## src/rtl/lu_pkg.sv

```systemverilog
// Shared definitions for the logic-unit arbiter: opcodes, response-slot states, stat width.
package lu_pkg;

  localparam logic [1:0] LU_OR  = 2'b00;
  localparam logic [1:0] LU_AND = 2'b01;
  localparam logic [1:0] LU_XOR = 2'b10;
  localparam logic [1:0] LU_NOR = 2'b11;

  typedef enum logic {
    LU_EMPTY = 1'b0,
    LU_FULL  = 1'b1
  } lu_state_e;

  localparam int unsigned LU_STAT_W = 16;

endpackage

```

## src/rtl/rr_arbiter.sv

```systemverilog
// Round-robin arbiter: grants the first asserted request at or after ptr, wrapping modulo NUM_REQ.
module rr_arbiter #(
  parameter int unsigned NUM_REQ = 4,
  parameter int unsigned ID_W    = 2
) (
  input  logic [NUM_REQ-1:0] req,
  input  logic [ID_W-1:0]    ptr,
  output logic [NUM_REQ-1:0] gnt,
  output logic [ID_W-1:0]    gnt_idx,
  output logic               any_gnt
);

  always_comb begin
    logic [ID_W-1:0] idx;
    int unsigned     pos;
    gnt     = '0;
    gnt_idx = '0;
    any_gnt = 1'b0;
    idx     = '0;
    pos     = 0;
    for (int unsigned i = 0; i < NUM_REQ; i++) begin
      pos = (32'(ptr) + i) % NUM_REQ;
      idx = ID_W'(pos);
      if (req[idx] && !any_gnt) begin
        gnt_idx = idx;
        any_gnt = 1'b1;
      end
    end
    if (any_gnt) begin
      gnt = NUM_REQ'(1) << gnt_idx;
    end
  end

endmodule

```

## src/rtl/logic_unit_arbiter.sv

```systemverilog
// Shares one bitwise logic unit among NUM_REQ requesters with a registered response slot.
// Optional per-requester grant counters are built when LU_ARB_STATS_EN is defined.
module logic_unit_arbiter
  import lu_pkg::*;
#(
  parameter int unsigned NUM_REQ = 4,
  parameter int unsigned WIDTH   = 32,
  parameter int unsigned ID_W    = 2
) (
  input  logic                     clk,
  input  logic                     rst,
  input  logic [NUM_REQ-1:0]       req_valid,
  output logic [NUM_REQ-1:0]       req_ready,
  input  logic [2*NUM_REQ-1:0]     req_op,
  input  logic [WIDTH*NUM_REQ-1:0] req_a,
  input  logic [WIDTH*NUM_REQ-1:0] req_b,
  output logic                     rsp_valid,
  input  logic                     rsp_ready,
  output logic [ID_W-1:0]          rsp_id,
  output logic [WIDTH-1:0]         rsp_data
`ifdef LU_ARB_STATS_EN
  ,
  input  logic [ID_W-1:0]          stat_sel,
  output logic [LU_STAT_W-1:0]     stat_count
`endif
);

  lu_state_e        state_q, state_d;
  logic [ID_W-1:0]  rr_ptr_q, rr_ptr_d;
  logic [ID_W-1:0]  rsp_id_q, rsp_id_d;
  logic [WIDTH-1:0] rsp_data_q, rsp_data_d;

  logic [NUM_REQ-1:0] gnt;
  logic [ID_W-1:0]    gnt_idx;
  logic               any_gnt;
  logic               can_accept;
  logic               accept;
  logic [1:0]         op_g;
  logic [WIDTH-1:0]   a_g, b_g, result;

  rr_arbiter #(
    .NUM_REQ (NUM_REQ),
    .ID_W    (ID_W)
  ) u_rr_arbiter (
    .req     (req_valid),
    .ptr     (rr_ptr_q),
    .gnt     (gnt),
    .gnt_idx (gnt_idx),
    .any_gnt (any_gnt)
  );

  // Reset gates acceptance so no handshake can complete while rst is held.
  assign can_accept = !rst && ((state_q == LU_EMPTY) || rsp_ready);
  assign accept     = any_gnt && can_accept;
  assign req_ready  = accept ? gnt : '0;

  assign op_g = req_op[2*32'(gnt_idx) +: 2];
  assign a_g  = req_a[WIDTH*32'(gnt_idx) +: WIDTH];
  assign b_g  = req_b[WIDTH*32'(gnt_idx) +: WIDTH];

  always_comb begin
    result = '0;
    unique case (op_g)
      LU_OR:   result = a_g | b_g;
      LU_AND:  result = a_g & b_g;
      LU_XOR:  result = a_g ^ b_g;
      LU_NOR:  result = ~(a_g | b_g);
      default: result = '0;
    endcase
  end

  always_comb begin
    state_d    = state_q;
    rr_ptr_d   = rr_ptr_q;
    rsp_id_d   = rsp_id_q;
    rsp_data_d = rsp_data_q;
    if (accept) begin
      state_d    = LU_FULL;
      rsp_id_d   = gnt_idx;
      rsp_data_d = result;
      rr_ptr_d   = (gnt_idx == ID_W'(NUM_REQ - 1)) ? '0 : gnt_idx + ID_W'(1);
    end else if (state_q == LU_FULL && rsp_ready) begin
      state_d = LU_EMPTY;
    end
  end

  always_ff @(posedge clk or posedge rst) begin
    if (rst) begin
      state_q    <= LU_EMPTY;
      rr_ptr_q   <= '0;
      rsp_id_q   <= '0;
      rsp_data_q <= '0;
    end else begin
      state_q    <= state_d;
      rr_ptr_q   <= rr_ptr_d;
      rsp_id_q   <= rsp_id_d;
      rsp_data_q <= rsp_data_d;
    end
  end

  assign rsp_valid = (state_q == LU_FULL);
  assign rsp_id    = rsp_id_q;
  assign rsp_data  = rsp_data_q;

`ifdef LU_ARB_STATS_EN
  logic [LU_STAT_W-1:0] cnt_q [NUM_REQ];
  logic [LU_STAT_W-1:0] cnt_d [NUM_REQ];

  // Counters saturate rather than wrap.
  always_comb begin
    cnt_d = cnt_q;
    if (accept && (cnt_q[gnt_idx] != '1)) begin
      cnt_d[gnt_idx] = cnt_q[gnt_idx] + LU_STAT_W'(1);
    end
  end

  always_ff @(posedge clk or posedge rst) begin
    if (rst) begin
      for (int unsigned i = 0; i < NUM_REQ; i++) begin
        cnt_q[i] <= '0;
      end
    end else begin
      cnt_q <= cnt_d;
    end
  end

  always_comb begin
    stat_count = '0;
    if (32'(stat_sel) < NUM_REQ) begin
      stat_count = cnt_q[stat_sel];
    end
  end
`endif

endmodule

```

## config.mk

```make
export PLATFORM = sky130hd
export DESIGN_NAME = logic_unit_arbiter
export DESIGN_NICKNAME = d
export VERILOG_FILES = /design/src/rtl/lu_pkg.sv /design/src/rtl/rr_arbiter.sv /design/src/rtl/logic_unit_arbiter.sv
export SDC_FILE = /design/constraint.sdc
export NUM_CORES = 1
export LEC_CHECK = 0
export BUFFER_PORTS_ARGS = -buffer_cell sky130_fd_sc_hd__buf_2
export CAP_MARGIN = 10
export CELL_PAD_IN_SITES_DETAIL_PLACEMENT = 2
export CELL_PAD_IN_SITES_GLOBAL_PLACEMENT = 2
export CORE_UTILIZATION = 23
export DETAILED_ROUTE_END_ITERATION = 8
export HOLD_SLACK_MARGIN = 0.05
export PLACE_DENSITY_LB_ADDON = 0.1
export SYNTH_ARGS = -nofsm -noshare
export SYNTH_HDL_FRONTEND = slang
export SYNTH_SLANG_ARGS = --single-unit
```

## constraint.sdc

```tcl
create_clock -name clk -period 2.92 [get_ports clk]
set_clock_uncertainty 0.1 [all_clocks]
set_input_delay 0.146 -clock clk [delete_from_list [all_inputs] [get_ports clk]]
set_output_delay 0.146 -clock clk [all_outputs]
set_load 0.03 [all_outputs]
```

Word level (Yosys, flattened, before mapping). Cells that the tools add are included. Widths: inputs -> output; s select.

Output and inout port bits: 39. Bits in registers: 37. Input bits: 271. Logic and storage cells: 60.

Add/subtract/negate cells: 4. Order comparisons: 4. Equality and inequality tests: 4. Reduce and logical (&&, ||, !) cells: 13. Bitwise gates (word level): 5. Multiplexer cells: 22. Shift operators: 4.

Operators with widths (number): $shiftx 128x8->32 (2); $pmux 32 s4 (1); $and 32x32->32 (1); $not 32->32 (1); $or 32x32->32 (1); $xor 32x32->32 (1); $lt 2x3->1 const B (4); $mux 1 (10); $mux 2 (5); $bmux 1 s2 (4); $mux 4 (2); $shiftx 8x4->2 (1); $eq 2x2->1 const B (3); $logic_and 1x1->1 (6); $add 2x1->2 const B (2); $add 2x2->2 const B (2); $logic_not 1->1 (4); $shl 1x2->4 const A (1); $eq 2x1->1 const B (1); $logic_not 2->1 (1); $reduce_bool 2->1 (1); $logic_or 1x1->1 (1); $not 1->1 (1).

Depth between registers and ports, before layout. Gate-level depths: netlist of the first run.

Depth in word-level cells: 16. Gate-level depth with buffers: 15. Mapped depth without buffers: 13.

Cells and area by module. A second synthesis of the first run with hierarchy kept.

Cell total of the unflattened synthesis: 551. Area, all modules: 5479.0 µm².

Modules (own cells, without submodules): logic_unit_arbiter (times used 1, area each 5296.3 µm², cells each 519, sequential area each 925.9 µm²); rr_arbiter (times used 1, area each 182.7 µm², cells each 32, sequential area each 0.0 µm²).

Least setup slack after synthesis of the first run. No wires, ideal clock.

Path kind: reg2reg. From: register rr_ptr_q[0]. To: register rsp_data_q[23] (netlist: rsp_data[23]). Cell stages (with the launch flop): 15. Clock period less this slack: 3204 ps. Slack: -284 ps. Required time: 2694 ps. Library setup time: 126 ps. Data arrival time: 2978 ps. Buffers on the path: 2. Cells stage by stage: dfrtp_1 -> nor2b_1 -> a21o_1 -> a211oi_2 -> clkbuf_1 -> buf_2 -> mux2i_1 -> nand2_1 -> and2_1 -> inv_1 -> ha_1 -> nand2_1 -> nor3_1 -> a311o_1 -> o32a_1.

Word-level cells in the longest chain between the ends: 16. Elaborated cells between the ends (all ways): 38. Classes of those cells: 3 x add/sub; 3 x eq/ne; 3 x shift; 17 x mux; 4 x bitwise; 8 x reduce/logical.

Ends and longest elaborated chain: from (decl) (RTL line logic_unit_arbiter.sv:29) `logic [ID_W-1:0] rr_ptr_q, rr_ptr_d;`; from (signal assigned) (RTL line logic_unit_arbiter.sv:95) `rr_ptr_q <= rr_ptr_d;`; parallel branches: the longest is 16 deep, another holds $add 2x1->2; to (signal assigned) (RTL line logic_unit_arbiter.sv:97) `rsp_data_q <= rsp_data_d;`; to (decl) (RTL line logic_unit_arbiter.sv:31) `logic [WIDTH-1:0] rsp_data_q, rsp_data_d;`.

Parallel ways; which one is timed is not known. The select of a mux whose other input is x is not followed. A chain may end at the register's enable or synchronous reset.

Worst setup path in the final report of the first run.
From: register rr_ptr_q[0]. To: register rsp_data_q[8] (netlist: rsp_data[8]).

Same word-level chain as after synthesis.

==> results of run 1 <==
-- layout make-up --
type / count / area, µm²
Multi-Input combinational cell: 692 / 5640
Sequential cell: 37 / 927
Clock buffer: 6 / 139
Fill cell: 3163 / 17000
Clock inverter: 2 / 37.5
Timing Repair Buffer: 401 / 2620
Tap cell: 372 / 465
Inverter: 71 / 283
-- state kept, by name, indices dropped and copies added, names as in the netlist --
name       cells
rr_ptr_q       2
rsp_data      32
rsp_valid      1
rsp_id         2
-- layer usage --
| metal | vias to the layer above | global-route usage, % |
|---|---|---|
| li1 | 3702 | - |
| met1 | 3700 | 25.2 |
| met2 | 232 | 32.8 |
| met3 | 6 | 2.78 |
| met4 | 0 | 3.48 |
| met5 | - | 0 |
-- synth_stat cells --
library cell,n,area (µm²)
a211oi_1,37,278
buf_4,3,22.5
o2111ai_1,13,114
nand2b_1,17,106
a211oi_2,5,62.6
a211o_1,2,17.5
a311oi_2,1,15.0
o32a_1,1,10.0
nor3_1,1,5.00
a21o_1,1,7.51
buf_1,13,48.8
a311oi_1,1,8.76
a31oi_1,26,163
a311o_1,1,10.0
a21oi_1,52,260
nand2_1,188,706
inv_2,1,3.75
o41ai_2,17,277
o21ai_0,38,190
mux2i_1,128,1280
ha_1,68,851
nor2b_1,15,93.8
nor2_1,16,60.1
dfrtp_1,37,926
o21ai_1,8,40.0
nor3b_1,4,30.0
inv_1,70,263
or2_1,1,6.26
buf_2,13,65.1
o41ai_1,2,17.5
or2_2,1,6.26
or4_1,13,97.6
clkbuf_1,36,135
and2_1,35,219
-- per-stage QoR --
step / setup WS [ns] / total power [W] / util (%) / instances / cell area (µm²)
floorplan: -0.0350 / 0.00521 / - / 865 / 6430
global placement: -0.0303 / 0.00749 / 33.0 / 1560 / 8950
detailed placement: -0.124 / 0.00766 / 33.0 / 1560 / 8950
CTS: -0.0206 / 0.00855 / 34.1 / 1571 / 9250
global route: -0.142 / 0.0105 / 37.3 / 1581 / 10100
finish: -0.0153 / 0.00964 / 37.3 / 1581 / 10100
-- where the power goes --
group | leakage (nW) | total (W) | internal, W | switching, W
clock | 0.0831 | 0.000676 | 0.000427 | 0.000249
combinational | 4.62 | 0.00806 | 0.00360 | 0.00446
sequential | 0.439 | 0.000899 | 0.000744 | 0.000154
total | 5.14 | 0.00964 | 0.00477 | 0.00487
-- cell families after synthesis --
group / after synthesis / share of synthesized area [%]
AO/OA/AOI/OAI: 205 / 23.0
adder cells (fa/ha/maj): 68 / 13.3
buffers and inverters: 136 / 8.41
flip-flops: 37 / 14.5
multiplexers: 128 / 20.0
AND/OR/NAND/NOR: 291 / 20.8
-- critical path, stage by stage (launching register included) --
cell       delay [ns]
dfrtp_1          0.38
nor2b_2          0.06
a21o_1           0.18
a211oi_4         0.25
buf_12           0.22
inv_16           0.08
buf_12           0.16
mux2i_2          0.18
nand2_1          0.09
nand2_2          0.10
inv_1            0.06
ha_1             0.19
or4_1            0.52
o2111ai_1        0.11
a31oi_1          0.11
-- timing repair --
item                                   CTS  global route
gates resized for setup                 19           151
pin swaps                                2            40
gates cloned                             1             6
setup buffers                            1             4
setup endpoints to repair               30            31
hold buffers                             1             0
endpoints found under the hold margin   37             0
-- worst paths after layout --
check                                      endpoint  slack (ns)  cells past startpoint
min reg2reg                rsp_data[10]$_DFFE_PP0P_        0.38                      2
max in group asynchronous   rr_ptr_q[1]$_DFFE_PP0P_        1.79                      4
max                         rsp_data[8]$_DFFE_PP0P_       -0.02                     14
min in group asynchronous  rsp_data[18]$_DFFE_PP0P_        0.50                      4
max reg2reg                 rsp_data[8]$_DFFE_PP0P_       -0.02                     14
min                           rsp_valid$_DFFE_PP0P_        0.11                      3
==> impl_metrics.py, run 1 <==
metrics = {
    "global_routing": {
        "grt_usage_pct": 19.0,
        "gr-total-overflow": 0,
        "antenna_found_initial": 0,
        "grt_first_pass_wirelength_mm": 42.7,
        "grt_pass1_vias": 7959,
        "grt_max_degree": 41,
    },
    "worst_hold_path": {
        "hold_class": "in2reg",
        "holdCritStartpoint": "rsp_ready",
    },
    "synth": {
        "yosysUniqueCellTypes": 34,
        "synth_seq_area_share_pct": 14.5,
        "ys_ff_latch": 37,
        "netlist_instances": 865,
        "syn_nets": 1204,
        "synth_area_per_cell_um2": 7.39,
        "syn_area_mm2": 0.00640,
        "ys_warn_count": 0,
    },
    "die": {
        "io_pins": 310,
        "die_h_um": 169,
        "core_area_mm2": 0.0271,
        "initial_utilization_pct": 23.6,
        "die-area_mm2": 0.0285,
        "die_x_um": 169,
        "std_cell_rows": 60,
    },
    "route": {
        "routed_wl_mm": 29.2,
        "vias_per_cell": 4.83,
        "post-route-drc-count": 0,
        "post_drt_wl_per_cell_um": 18.5,
        "routed.top_layer": "met4",
        "vias": 7640,
        "route.met2.wl_mm": 13.9,
        "routed-wl-met3_mm": 1.47,
        "dr.pass1.iters": 5,
        "ant_nets": 0,
        "drt_iter0_markers": 187,
        "wl_met1_mm": 13.7,
    },
    "critical_path": {
        "startpoint": "rr_ptr_q[0]$_DFFE_PP0P_",
        "cp_data_arrival_time_ns": 2.98,
        "end_kind": "register",
        "crit_path_start_kind": "register",
        "required_ns": 2.97,
        "reg2reg_from": "rr_ptr_q[0]$_DFFE_PP0P_",
        "crit_fanout": 15,
        "worstSetupPathType": "reg2reg",
    },
    "status": {
        "outcome": "complete, but fails checks",
        "violations": "setup timing",
    },
    "flow_run": {
        "maxCapViolCount": 0,
    },
    "finish": {
        "drive_gt1_share_pct": 47.3,
        "layout_commonest_cell": "buf_2",
        "nets": 1547,
        "n_antenna_cell": 0,
        "area_growth_syn_to_layout_pct": 58.2,
        "layout_common_cells": "buf_2 (309), nand2_1 (169), mux2i_1 (115)",
    },
    "timing": {
        "hold_slack_ns": 0.114,
        "setup_viol": 3,
        "grt_setup_unrepaired": "yes",
        "worstMarginPinSlew_ns": 0.588,
        "hold_viol": 0,
        "max_freq_mhz": 341,
        "min_period_ns": 2.94,
        "slew_viol_final": 0,
        "setup_slack_ns": -0.0153,
        "relSlewSlack_pct": 60.3,
        "min_period_over_period_pct": 101,
        "tns_ns": -0.0313,
    },
    "place": {
        "dp_hpwl_mm": 21.3,
        "place.gp.congestion": 0.753,
        "port_buffers": 309,
    },
    "clocking": {
        "root_buffer": "clkbuf_16",
        "clk_path_buf_depth": 2,
        "cts_buffers": 5,
        "cts.sinks": 37,
        "clkSlewWorstSetupHoldPaths_ns": 0.06,
        "clk_latency_ns": 0.28,
        "ctsHtreeMaxLevel": 2,
        "cts_tree": "done",
    },
    "pwr": {
        "p_per_area_mw_per_mm2": 953,
        "p_leak_nw": 5.14,
        "vdd_drop_max_mv": 0.373,
    },
}
Power figures use the tool's default switching activity.
==> run 2: changes to the inputs <==
Settings changed: CORE_UTILIZATION 23 to 27.
Clock period 2.92 ns to 3.5 ns, I/O delays scaled along.
==> impl_metrics.py, run 2 (synthesis results as in run 1) <==
metrics = {
    "critical_path": {
        "reg2reg_from": "rr_ptr_q[0]$_DFFE_PP0P_",
        "crit_fanout": 17,
        "worstRegToRegCells": 13,
        "rrSetupSlack_ns": 0.22,
        "cp_data_arrival_time_ns": 3.34,
        "end_kind": "register",
        "required_ns": 3.56,
        "r2r_end": "rsp_data[31]$_DFFE_PP0P_",
        "worstSetupPathType": "reg2reg",
        "crit_path_start_kind": "register",
    },
    "place": {
        "dpl_cell_area_mm2": 0.00842,
        "port_buffers": 309,
        "place.gp.congestion": 0.758,
        "dp_hpwl_mm": 20.0,
    },
    "die": {
        "core_area_mm2": 0.0229,
        "std_cell_rows": 55,
        "die_h_um": 156,
        "io_pins": 310,
        "die_x_um": 156,
        "initial_utilization_pct": 27.9,
        "die-area_mm2": 0.0243,
    },
    "global_routing": {
        "grt_pass1_vias": 7765,
        "gr-total-overflow": 0,
        "grt_max_degree": 74,
        "grt_first_pass_wirelength_mm": 40.5,
        "grt_usage_pct": 20.9,
        "antenna_found_initial": 0,
    },
    "route": {
        "route.met2.wl_mm": 12.5,
        "routed.top_layer": "met4",
        "drt_iter0_markers": 163,
        "dr.pass1.iters": 4,
        "vias": 7323,
        "wl_met1_mm": 11.7,
        "routed-wl-met3_mm": 1.40,
        "post_drt_wl_per_cell_um": 17.7,
        "post-route-drc-count": 0,
        "vias_per_cell": 5.02,
        "routed_wl_mm": 25.8,
        "ant_nets": 0,
    },
    "pwr": {
        "vdd_drop_max_mv": 0.282,
        "p_leak_nw": 4.68,
        "clkPwrFrac_pct": 8.7,
        "switching_power_w": 0.00344,
        "seqPwrFrac_pct": 11.5,
        "netSwitchingFraction_pct": 53.7,
        "internal_power_w": 0.00297,
        "p_comb_share_pct": 79.8,
        "p_per_area_mw_per_mm2": 745,
    },
    "finish": {
        "drive_gt1_share_pct": 33.0,
        "area_growth_syn_to_layout_pct": 34.5,
        "largest_register_ffs": 32,
        "finish.utilization_pct": 37.6,
        "layout_commonest_cell": "buf_2",
        "nets": 1485,
        "n_antenna_cell": 0,
        "layout_common_cells": "buf_2 (309), nand2_1 (188), mux2i_1 (128)",
        "fin_area_mm2": 0.00861,
        "fillers": 2833,
    },
    "clocking": {
        "clkSlewWorstSetupHoldPaths_ns": 0.06,
        "clk_path_buf_depth": 2,
        "cts_tree": "done",
        "root_buffer": "clkbuf_16",
        "clk_latency_ns": 0.29,
        "ctsHtreeMaxLevel": 2,
        "cts.sinks": 37,
        "cts_setup_buffers": 0,
        "cts_buffers": 5,
        "cts-resized-gates": 0,
    },
    "timing": {
        "relSlewSlack_pct": 52.7,
        "tns_ns": 0,
        "hold_viol": 0,
        "min_period_over_period_pct": 93.7,
        "grt_setup_unrepaired": "no",
        "slew_viol_final": 0,
        "min_period_ns": 3.28,
        "max_freq_mhz": 305,
        "setup_viol": 0,
        "worstMarginPinSlew_ns": 0.709,
    },
    "worst_hold_path": {
        "whs_endpoint": "rsp_valid$_DFFE_PP0P_",
        "holdCritStartpoint": "rsp_ready",
        "hold_class": "in2reg",
        "min_path_cells": 3,
    },
    "flow_run": {
        "maxCapViolCount": 0,
    },
    "status": {
        "outcome": "complete, no violations",
    },
}
-- run 2: cell count changes in the layout (fill, tap and decap cells not counted), sizes merged --
cell      previous run  this run
buf                394       338
clkbuf              12         7
clkinvlp             1         0
-- run 2: final cells by class --
type                       count  area [µm²]  share of cell area [%]
inverter                      71         269                    3.13
clock buffer                   7         143                    1.66
tap                          313         392                    4.55
sequential                    37         926                    10.8
clock inverter                 1        30.0                   0.349
timing repair buffer         339        1870                    21.8
multi-input combinational    692        4970                    57.8
-- run 2: metal layers --
layer	global-route usage (%)	vias up
met5	0	-
met4	3.73	0
met3	2.33	15
met2	37.8	236
met1	26.5	3497
li1	-	3575
-- run 2: repair_timing --
item | in CTS | in global routing
setup endpoints to repair | 0 | 0
hold endpoints to repair | 37 | 0
hold buffers | 1 | 0
-- run 2: worst max path at each step --
stage                                       start                       end  slack [ns]  cells past startpoint
after global routing      rr_ptr_q[0]$_DFFE_PP0P_  rsp_data[24]$_DFFE_PP0P_        0.05                     13
after detailed placement  rr_ptr_q[0]$_DFFE_PP0P_  rsp_data[31]$_DFFE_PP0P_        0.22                     13
final                     rr_ptr_q[0]$_DFFE_PP0P_  rsp_data[31]$_DFFE_PP0P_        0.22                     13
after global placement    rr_ptr_q[0]$_DFFE_PP0P_  rsp_data[13]$_DFFE_PP0P_        0.36                     12
after CTS                 rr_ptr_q[0]$_DFFE_PP0P_  rsp_data[31]$_DFFE_PP0P_        0.21                     13
after floorplan           rr_ptr_q[0]$_DFFE_PP0P_  rsp_data[23]$_DFFE_PP0P_        0.30                     14
-- run 2: worst max-delay path, stage by stage (launching register included) --
cell and delay, ns:
dfrtp_1 0.40, nand2b_1 0.18, a21oi_1 0.29, a211oi_4 0.12, inv_4 0.29, buf_4 0.30
mux2i_1 0.21, nand2_1 0.08, nand2_1 0.18, inv_1 0.06, ha_1 0.19, or4_1 0.52
o2111ai_1 0.11, a31oi_1 0.11
-- run 2: metrics by stage --
step	setup slack, ns	hold slack, ns	std cells	power (W)
2_1_floorplan	0.296	0.221	865	0.00432
3_3_place_gp	0.359	0.329	1451	0.00580
3_5_place_dp	0.222	0.324	1451	0.00594
4_1_cts	0.205	0.126	1460	0.00654
5_1_grt	0.0507	0.151	1460	0.00705
6_report	0.221	0.128	1460	0.00642
-- run 2: power groups by stage --
stage	registers (W)	clock network, W	logic (W)
after floorplan	0.00108	0	0.00324
after global placement	0.000741	0	0.00505
after detailed placement	0.000749	0	0.00519
after CTS	0.000742	0.000572	0.00523
after global routing	0.000761	0.000583	0.00571
final	0.000736	0.000560	0.00512
